$ cat src/rtl/hec_arb.sv
// Round-robin arbiter sharing one combinational HEC calculator among NREQ requesters.
// The granted header drives hec_in; the returned HEC is registered into a one-deep response stage.
module hec_arb #(
  parameter int NREQ = 4,
  parameter int IDW  = (NREQ > 1) ? $clog2(NREQ) : 1
) (
  input  logic                 clk,
  input  logic                 rst_n,
  input  logic [NREQ-1:0]      req_valid,
  input  logic [NREQ*32-1:0]   req_hdr,
  input  logic [NREQ*8-1:0]    req_hec,
  input  logic [NREQ-1:0]      req_chk,
  output logic [NREQ-1:0]      req_ready,
  output logic [31:0]          hec_in,
  input  logic [7:0]           hec_out,
  output logic                 rsp_valid,
  input  logic                 rsp_ready,
  output logic [IDW-1:0]       rsp_id,
  output logic [7:0]           rsp_hec,
  output logic                 rsp_err,
  output logic [15:0]          err_cnt
);

  typedef struct packed {
    logic [IDW-1:0] id;
    logic [7:0]     hec;
    logic           err;
  } rsp_t;

  rsp_t           rsp_q, rsp_d;
  logic           rsp_valid_q;
  logic [IDW-1:0] ptr_q, ptr_d;
  logic [15:0]    err_cnt_q;

  logic           free;
  logic           gnt_vld;
  logic [IDW-1:0] gnt_id;
  logic [IDW:0]   sum;

  always_comb begin
    free    = ~rsp_valid_q | rsp_ready;
    gnt_vld = 1'b0;
    gnt_id  = '0;
    sum     = '0;
    // Walk offsets from farthest to nearest so the nearest valid requester wins.
    for (int k = NREQ - 1; k >= 0; k--) begin
      sum = {1'b0, ptr_q} + (IDW+1)'(k);
      if (sum >= (IDW+1)'(NREQ)) sum = sum - (IDW+1)'(NREQ);
      if (req_valid[sum[IDW-1:0]]) begin
        gnt_vld = 1'b1;
        gnt_id  = sum[IDW-1:0];
      end
    end
    // Nothing may be granted while reset is held, even though the slot looks free.
    gnt_vld = gnt_vld & free & rst_n;

    req_ready = gnt_vld ? ({{(NREQ-1){1'b0}}, 1'b1} << gnt_id) : '0;
    hec_in    = gnt_vld ? req_hdr[32*gnt_id +: 32] : 32'h0;

    ptr_d     = (gnt_id == IDW'(NREQ - 1)) ? '0 : gnt_id + 1'b1;
    rsp_d.id  = gnt_id;
    rsp_d.hec = hec_out;
    rsp_d.err = req_chk[gnt_id] & (hec_out != req_hec[8*gnt_id +: 8]);
  end

  always_ff @(posedge clk or negedge rst_n) begin
    if (!rst_n) begin
      rsp_valid_q <= 1'b0;
      rsp_q       <= '0;
      ptr_q       <= '0;
      err_cnt_q   <= '0;
    end else if (gnt_vld) begin
      rsp_valid_q <= 1'b1;
      rsp_q       <= rsp_d;
      ptr_q       <= ptr_d;
      if (rsp_d.err && (err_cnt_q != 16'hFFFF)) err_cnt_q <= err_cnt_q + 16'd1;
    end else if (rsp_ready) begin
      rsp_valid_q <= 1'b0;
    end
  end

  assign rsp_valid = rsp_valid_q;
  assign rsp_id    = rsp_q.id;
  assign rsp_hec   = rsp_q.hec;
  assign rsp_err   = rsp_q.err;
  assign err_cnt   = err_cnt_q;

endmodule

$ cat config.mk
export PLATFORM = sky130hd
export DESIGN_NAME = hec_arb
export DESIGN_NICKNAME = d
export VERILOG_FILES = /design/src/rtl/hec_arb.sv
export SDC_FILE = /design/constraint.sdc
export NUM_CORES = 1
export LEC_CHECK = 0
export ABC_AREA = 1
export CAP_MARGIN = 20
export CORE_UTILIZATION = 32
export CTS_CLUSTER_SIZE = 14
export DETAILED_ROUTE_END_ITERATION = 10
export PLACE_DENSITY = 0.78
export SKIP_LAST_GASP = 1
export SLEW_MARGIN = 10
export SYNTH_ARGS = -nofsm -noshare
export SYNTH_HDL_FRONTEND = slang
export SYNTH_SLANG_ARGS = --single-unit
export TNS_END_PERCENT = 20
$ cat constraint.sdc
create_clock -name clk -period 2.4 [get_ports clk]
set_input_delay 0.36 -clock clk [delete_from_list [all_inputs] [get_ports clk]]
set_output_delay 0.36 -clock clk [all_outputs]
set_load 0.01 [all_outputs]
==> results of run 1 <==
sequential cells by signal, summed over array words and instances (netlist names):
| register | flops |
|---|---|
| err_cnt | 16 |
| rsp_hec | 8 |
| ptr_q | 2 |
| rsp_id | 2 |
| rsp_err | 1 |
| rsp_valid | 1 |
how the worst min path moves through the flow:
stage	endpoint	slack, ns	depth (start not counted)	startpoint
final	rsp_id[1]$_DFFE_PN0P_	0.49	2	rsp_id[1]$_DFFE_PN0P_
after detailed placement	rsp_id[1]$_DFFE_PN0P_	0.47	2	rsp_id[1]$_DFFE_PN0P_
after CTS	rsp_id[1]$_DFFE_PN0P_	0.49	2	rsp_id[1]$_DFFE_PN0P_
after global placement	rsp_hec[0]$_DFFE_PN0P_	0.47	2	rsp_hec[0]$_DFFE_PN0P_
after global routing	rsp_id[1]$_DFFE_PN0P_	0.51	2	rsp_id[1]$_DFFE_PN0P_
after floorplan	err_cnt[0]$_DFFE_PN0P_	0.06	0	rst_n
power by group through the flow:
stage / combinational (mW) / clock (mW) / sequential, mW
after global placement: 7.00 / 0 / 0.779
after CTS: 7.74 / 0.400 / 0.782
after global routing: 9.39 / 0.422 / 0.823
after detailed placement: 7.15 / 0 / 0.786
final: 8.60 / 0.389 / 0.804
after floorplan: 4.22 / 0 / 0.824
cell families after synthesis:
logic type      Yosys count  share of synthesized area (%)
xor+xnor                 15                           3.88
fa+ha+maj                 5                           1.85
flops                    30                           22.2
simple gates            360                           45.4
buf+inv                  71                           9.24
compound gates          114                           17.5
what timing repair did:
item,in CTS,in global routing
gates resized for setup,186,64
setup buffers,3,3
endpoints found under the setup margin,53,53
pin swaps,8,31
cloned,5,4
cell type report:
type                       count  area, um^2  area share [%]
sequential                    30         753            11.3
timing repair buffer         295        2930            44.1
inverter                      34         145            2.18
multi-input combinational    495        2570            38.6
clock buffer                   5        68.8            1.04
tap                          136         170            2.56
clock inverter                 2        10.0           0.151
worst register-to-register path, stage by stage (launching register included):
cell	delay, ns
dfrtp_2	0.45
clkbuf_16	0.18
o21ai_4	0.19
buf_4	0.13
buf_4	0.10
a21oi_1	0.06
nand4_1	0.13
nand3_2	0.15
buf_12	0.19
buf_4	0.17
a211oi_4	0.36
buf_4	0.30
nand4_1	0.15
nand2_1	0.09
Yosys cell counts:
master | number | area (um^2)
nor4_1 | 1 | 6.26
nand2_2 | 4 | 25.0
xor2_1 | 5 | 43.8
xnor2_1 | 10 | 87.6
nand3_2 | 1 | 10.0
o21ai_1 | 1 | 5.00
a21oi_1 | 36 | 180
o21ai_0 | 74 | 370
a211oi_4 | 1 | 20.0
buf_4 | 3 | 22.5
nand3b_1 | 4 | 30.0
clkbuf_1 | 16 | 60.1
nand2_1 | 131 | 492
buf_1 | 5 | 18.8
nor2_1 | 147 | 552
nand3_1 | 49 | 245
nor3_1 | 1 | 5.00
inv_2 | 3 | 11.3
inv_1 | 30 | 113
o21ai_2 | 1 | 8.76
dfrtp_1 | 30 | 751
buf_2 | 10 | 50.1
buf_6 | 3 | 33.8
nand3_4 | 2 | 35.0
clkinv_1 | 1 | 3.75
ha_1 | 5 | 62.6
o21bai_1 | 1 | 7.51
nand4_1 | 18 | 113
nand2_4 | 2 | 22.5
metrics by stage:
step	worst slack, ns	total power, mW	util [%]	setup TNS, ns
3_5_place_dp	-0.852	7.94	60.1	-41.85
4_1_cts	-0.318	8.92	61.8	-14.35
6_report	-0.381	9.80	64.7	-16.37
5_1_grt	-0.462	10.6	64.7	-22.36
2_1_floorplan	-0.0154	5.04	-	-0.148
3_3_place_gp	-0.755	7.78	60.1	-36.35
metal layers:
metal / part of all wire, % / GRT usage, %
met3: 7.6 / 4.43
met2: 49 / 49.4
met5: 0 / 0
met4: 3.4 / 9.56
met1: 40 / 32.5
==> impl_metrics.py, run 1 <==
metrics = {
    "sta": {
        "setup-violations-final": 53,
        "whs_ns": 0.487,
        "rsz0062_at_grt": "yes",
        "max_freq_mhz": 360,
        "slew_headroom_pct": 71.9,
        "post-route-min-period_ns": 2.78,
        "worst_pin_slew_ns": 0.421,
        "hold_viol_final": 0,
        "setup_ws_ns": -0.381,
        "fin_skew_ns": 0.00374,
        "period_share_pct": 116,
        "finalMaxSlewViolations": 0,
    },
    "setup_path": {
        "rrSetupSlack_ns": -0.31,
        "crit_buf_inv": 5,
        "start_kind": "flop",
        "crit_family": "buffers and inverters",
        "critPathSlowestCell": "dfrtp_2",
        "worstRegToRegCells": 13,
        "cp.required_ns": 2.04,
        "path_cells": "clkbuf_16, o21ai_4, nand2_4, buf_6, nand2_1, nand3b_1, nand2_2, buf_6, clkbuf_16, nor2_1, o21ai_1, a21oi_1, buf_2",
        "endpoint_kind": "primary output",
        "path_class": "flop to primary output",
        "cpPeakStageDelay_ns": 0.45,
        "crit_fanout": 9,
        "critPathArrivalTime_ns": 2.42,
        "cp.depth": 13,
        "timing.rr.end": "err_cnt[13]$_DFFE_PN0P_",
        "critPathLaunch": "ptr_q[0]$_DFFE_PN0P_",
        "rr_startpoint": "ptr_q[0]$_DFFE_PN0P_",
        "cp-endpoint": "hec_in[15]",
    },
    "detailed_routing": {
        "drt-total-wl_mm": 15.8,
        "viasPerCell": 5.14,
        "wl_per_cell_um": 15.9,
        "drc_errors": 0,
        "drt_pass1_iterations": 5,
        "num_vias": 5126,
        "drtIter0Drc": 291,
        "postRouteAntennaNets": 0,
    },
    "synth": {
        "synth-seq-cells": 30,
        "syn_area_um2": 3380,
        "avgSynthCellArea_um2": 5.69,
        "synth_nets": 779,
        "syn_inst": 595,
        "synth_cell_type_count": 29,
        "ys_seq_area_share_pct": 22.2,
        "ys.warnings.count": 0,
    },
    "die": {
        "core_um2": 10300,
        "rows": 37,
        "die_h_um": 105,
        "die_area_um2": 11000,
        "io_pins": 243,
        "start_util_pct": 32.9,
        "dieWidth_um": 105,
    },
    "clock_tree": {
        "path_clk_slew_ns": 0.06,
        "cts_tree": "built",
        "ctsHoldBuffers": 0,
        "cts_buffers": 5,
        "clk_latency_ns": 0.28,
        "clk_path_buf_depth": 2,
        "ctsRootBufferMaster": "clkbuf_8",
        "htreeDepth": 2,
        "clkSinkCount": 30,
    },
    "final_layout": {
        "stdcell_count": 997,
        "fillCellCount": 920,
        "layout.nets": 1045,
        "layout_common_cells": "203 x clkdlybuf4s50_1, 131 x nor2_1, 118 x nand2_1, 55 x o21ai_0, 42 x nand3_1",
        "fin_area_um2": 6650,
        "syn2layout_area_growth_pct": 96.3,
        "final_common_cell": "clkdlybuf4s50_1",
        "antenna_cells": 0,
        "drive_gt1_share_pct": 18.1,
    },
    "global_route": {
        "grt_max_degree": 37,
        "grt_pass1_vias": 4901,
        "antenna_found_initial": 0,
        "track_usage_pct": 27.3,
        "grt-ovfl-total": 0,
        "grt_pass1_wl_mm": 24.4,
    },
    "pwr": {
        "vdd_drop_max_mv": 0.710,
        "switching_power_mw": 5.00,
        "internal_power_mw": 4.79,
        "p_leak_nw": 3.06,
        "p_sw_share_pct": 51.1,
        "p_per_area_nw_per_um2": 1470,
        "power_frac_seq_pct": 8.2,
        "power.clock.fraction_pct": 4.0,
        "combPwrFrac_pct": 87.8,
    },
    "placed_design": {
        "dpl.hpwl_mm": 11.3,
        "place_inst": 975,
        "place_area_um2": 6180,
        "io_buffers": 242,
        "gp_congestion": 0.955,
    },
    "outcome": {
        "status": "finished, violations left",
        "violations": "negative setup slack",
    },
    "min_path": {
        "hold_class": "flop to flop",
    },
    "run": {
        "drv_cap": 0,
    },
}
No activity file was read; power rests on OpenSTA's default activity.
==> inputs of run 2 (changes only) <==
--- a/config.mk
+++ b/config.mk
@@ -10,6 +10,8 @@
 export CORE_UTILIZATION = 32
 export CTS_CLUSTER_SIZE = 14
 export DETAILED_ROUTE_END_ITERATION = 10
+export GPL_ROUTABILITY_DRIVEN = 0
+export HOLD_SLACK_MARGIN = 0.03
 export PLACE_DENSITY = 0.78
 export SKIP_LAST_GASP = 1
 export SLEW_MARGIN = 10
==> impl_metrics.py, run 2 (same netlist as run 1, synthesis figures left out) <==
metrics = {
    "setup_path": {
        "crit_fanout": 7,
        "worstRegToRegCells": 19,
        "timing.rr.end": "err_cnt[11]$_DFFE_PN0P_",
        "endpoint_kind": "primary output",
        "critPathLaunch": "ptr_q[0]$_DFFE_PN0P_",
        "cp-endpoint": "req_ready[1]",
        "rrSetupSlack_ns": -0.31,
        "cp.required_ns": 2.04,
        "rr_startpoint": "ptr_q[0]$_DFFE_PN0P_",
        "critPathArrivalTime_ns": 2.42,
        "path_class": "flop to primary output",
        "start_kind": "flop",
    },
    "sta": {
        "hold_viol_final": 0,
        "whs_ns": 0.495,
        "setup-violations-final": 53,
        "fin_skew_ns": 0.00798,
        "rsz0062_at_grt": "yes",
        "post-route-min-period_ns": 2.78,
        "finalMaxSlewViolations": 0,
        "worst_pin_slew_ns": 0.413,
        "max_freq_mhz": 360,
        "slew_headroom_pct": 72.4,
        "period_share_pct": 116,
        "setup_ws_ns": -0.378,
    },
    "final_layout": {
        "layout_common_cells": "205 x clkdlybuf4s50_1, 128 x nand2_1, 123 x nor2_1, 48 x o21ai_0, 46 x nand3_1",
        "final_common_cell": "clkdlybuf4s50_1",
        "fillCellCount": 898,
        "multi_input_area_um2": 2500,
        "largest_register_ffs": 16,
        "layout.nets": 1039,
        "regArea_um2": 753,
        "antenna_cells": 0,
        "syn2layout_area_growth_pct": 93.2,
        "drive_gt1_share_pct": 16.8,
    },
    "global_route": {
        "grt_use_met3_pct": 4.49,
        "grt_max_degree": 35,
        "antenna_found_initial": 0,
        "grt_pass1_wl_mm": 24.6,
        "gr-usage-met1_pct": 32.3,
        "top_usage_layer": "met2",
        "grt_pass1_vias": 4859,
        "met2_usage_pct": 50.8,
        "track_usage_pct": 27.8,
        "grt-ovfl-total": 0,
    },
    "die": {
        "rows": 37,
        "core_um2": 10300,
        "io_pins": 243,
        "start_util_pct": 32.9,
        "die_area_um2": 11000,
        "die_h_um": 105,
        "dieWidth_um": 105,
    },
    "clock_tree": {
        "cts_tree": "built",
        "htreeDepth": 2,
        "cts_buffers": 5,
        "ctsRootBufferMaster": "clkbuf_8",
        "ctsHoldBuffers": 0,
        "clk_latency_ns": 0.28,
        "path_clk_slew_ns": 0.07,
        "clk_path_buf_depth": 2,
        "clkSinkCount": 30,
    },
    "detailed_routing": {
        "postRouteAntennaNets": 0,
        "drtIter0Drc": 425,
        "wl_per_cell_um": 16.2,
        "drt-total-wl_mm": 16.1,
        "num_vias": 5137,
        "drc_errors": 0,
        "drt_pass1_iterations": 5,
        "viasPerCell": 5.18,
    },
    "pwr": {
        "switching_power_mw": 5.03,
        "vdd_drop_max_mv": 0.758,
        "finalPower_mw": 9.70,
        "power_frac_seq_pct": 8.3,
        "p_leak_nw": 2.97,
        "power.clock.fraction_pct": 4.6,
        "p_sw_share_pct": 51.9,
        "internal_power_mw": 4.67,
        "p_per_area_nw_per_um2": 1480,
        "combPwrFrac_pct": 87.1,
    },
    "run": {
        "drv_cap": 0,
    },
    "outcome": {
        "status": "finished, violations left",
        "violations": "negative setup slack",
    },
    "min_path": {
        "hold_class": "flop to flop",
    },
    "placed_design": {
        "dpl.hpwl_mm": 11.2,
        "io_buffers": 242,
    },
}
run 2: cell count changes in the layout (fill, tap and decap cells not counted), moves of 5 or more:
cell,previous run,this run
nor2_2,14,21
nand2_1,118,128
o21ai_0,55,48
o21ai_1,18,25
buf_2,36,31
nor2_1,131,123
nand2_2,11,5
run 2: routing by layer:
| metal | vias up | share of wire [%] | wire length [um] |
|---|---|---|---|
| met1 | 2370 | 39 | 6270 |
| li1 | 2466 | - | - |
| met4 | 0 | 3.5 | 560 |
| met5 | - | 0 | 0 |
| met3 | 44 | 6.9 | 1110 |
| met2 | 257 | 51 | 8110 |
run 2: what timing repair did:
item                                    CTS  global route
endpoints found under the setup margin   53            53
gates cloned                              5             4
pin swaps                                15            32
gates resized for setup                 159            85
buffers inserted                          6             2
run 2: stage by stage:
step	setup WS, ns	util [%]	area [um^2]	instances	TNS (ns)
finish	-0.378	63.6	6540	992	-16.88
detailed placement	-0.803	59.6	6120	971	-38.43
CTS	-0.343	61.9	6360	989	-16.41
floorplan	-0.0154	-	3400	595	-0.148
global placement	-0.699	59.6	6120	971	-33.18
global route	-0.514	63.6	6540	992	-24.91
run 2: worst max-delay path, stage by stage, from the launching register on:
cell	delay (ns)
dfrtp_2	0.46
clkbuf_16	0.19
o21ai_4	0.17
nand2_2	0.09
buf_6	0.13
nand2_1	0.05
nand3b_1	0.14
nand2_4	0.10
inv_8	0.12
buf_12	0.15
ha_1	0.14
inv_1	0.04
nor2_1	0.09
clkdlybuf4s15_1	0.25
run 2: power by group through the flow:
stage / logic [mW] / registers (mW) / clock network (mW)
finish: 8.45 / 0.807 / 0.443
global route: 9.22 / 0.829 / 0.472
CTS: 7.69 / 0.789 / 0.455
detailed placement: 6.92 / 0.781 / 0
global placement: 6.73 / 0.783 / 0
floorplan: 4.22 / 0.824 / 0
run 2: cell type report:
cell class                      count  share of cell area [%]
Clock buffer                        6                    1.26
Sequential cell                    30                    11.5
Tap cell                          136                    2.60
Inverter                           34                    2.26
Clock inverter                      2                   0.191
Timing Repair Buffer              289                    43.9
Multi-Input combinational cell    495                    38.2
run 2: worst min path at each step:
stage,start,endpoint,depth (start not counted)
floorplan,rst_n,err_cnt[0]$_DFFE_PN0P_,0
detailed placement,rsp_hec[6]$_DFFE_PN0P_,rsp_hec[6]$_DFFE_PN0P_,2
finish,rsp_hec[6]$_DFFE_PN0P_,rsp_hec[6]$_DFFE_PN0P_,2
CTS,rsp_hec[0]$_DFFE_PN0P_,rsp_hec[0]$_DFFE_PN0P_,2
global placement,rsp_err$_DFFE_PN0P_,rsp_err$_DFFE_PN0P_,2
global route,rsp_hec[5]$_DFFE_PN0P_,rsp_hec[5]$_DFFE_PN0P_,2
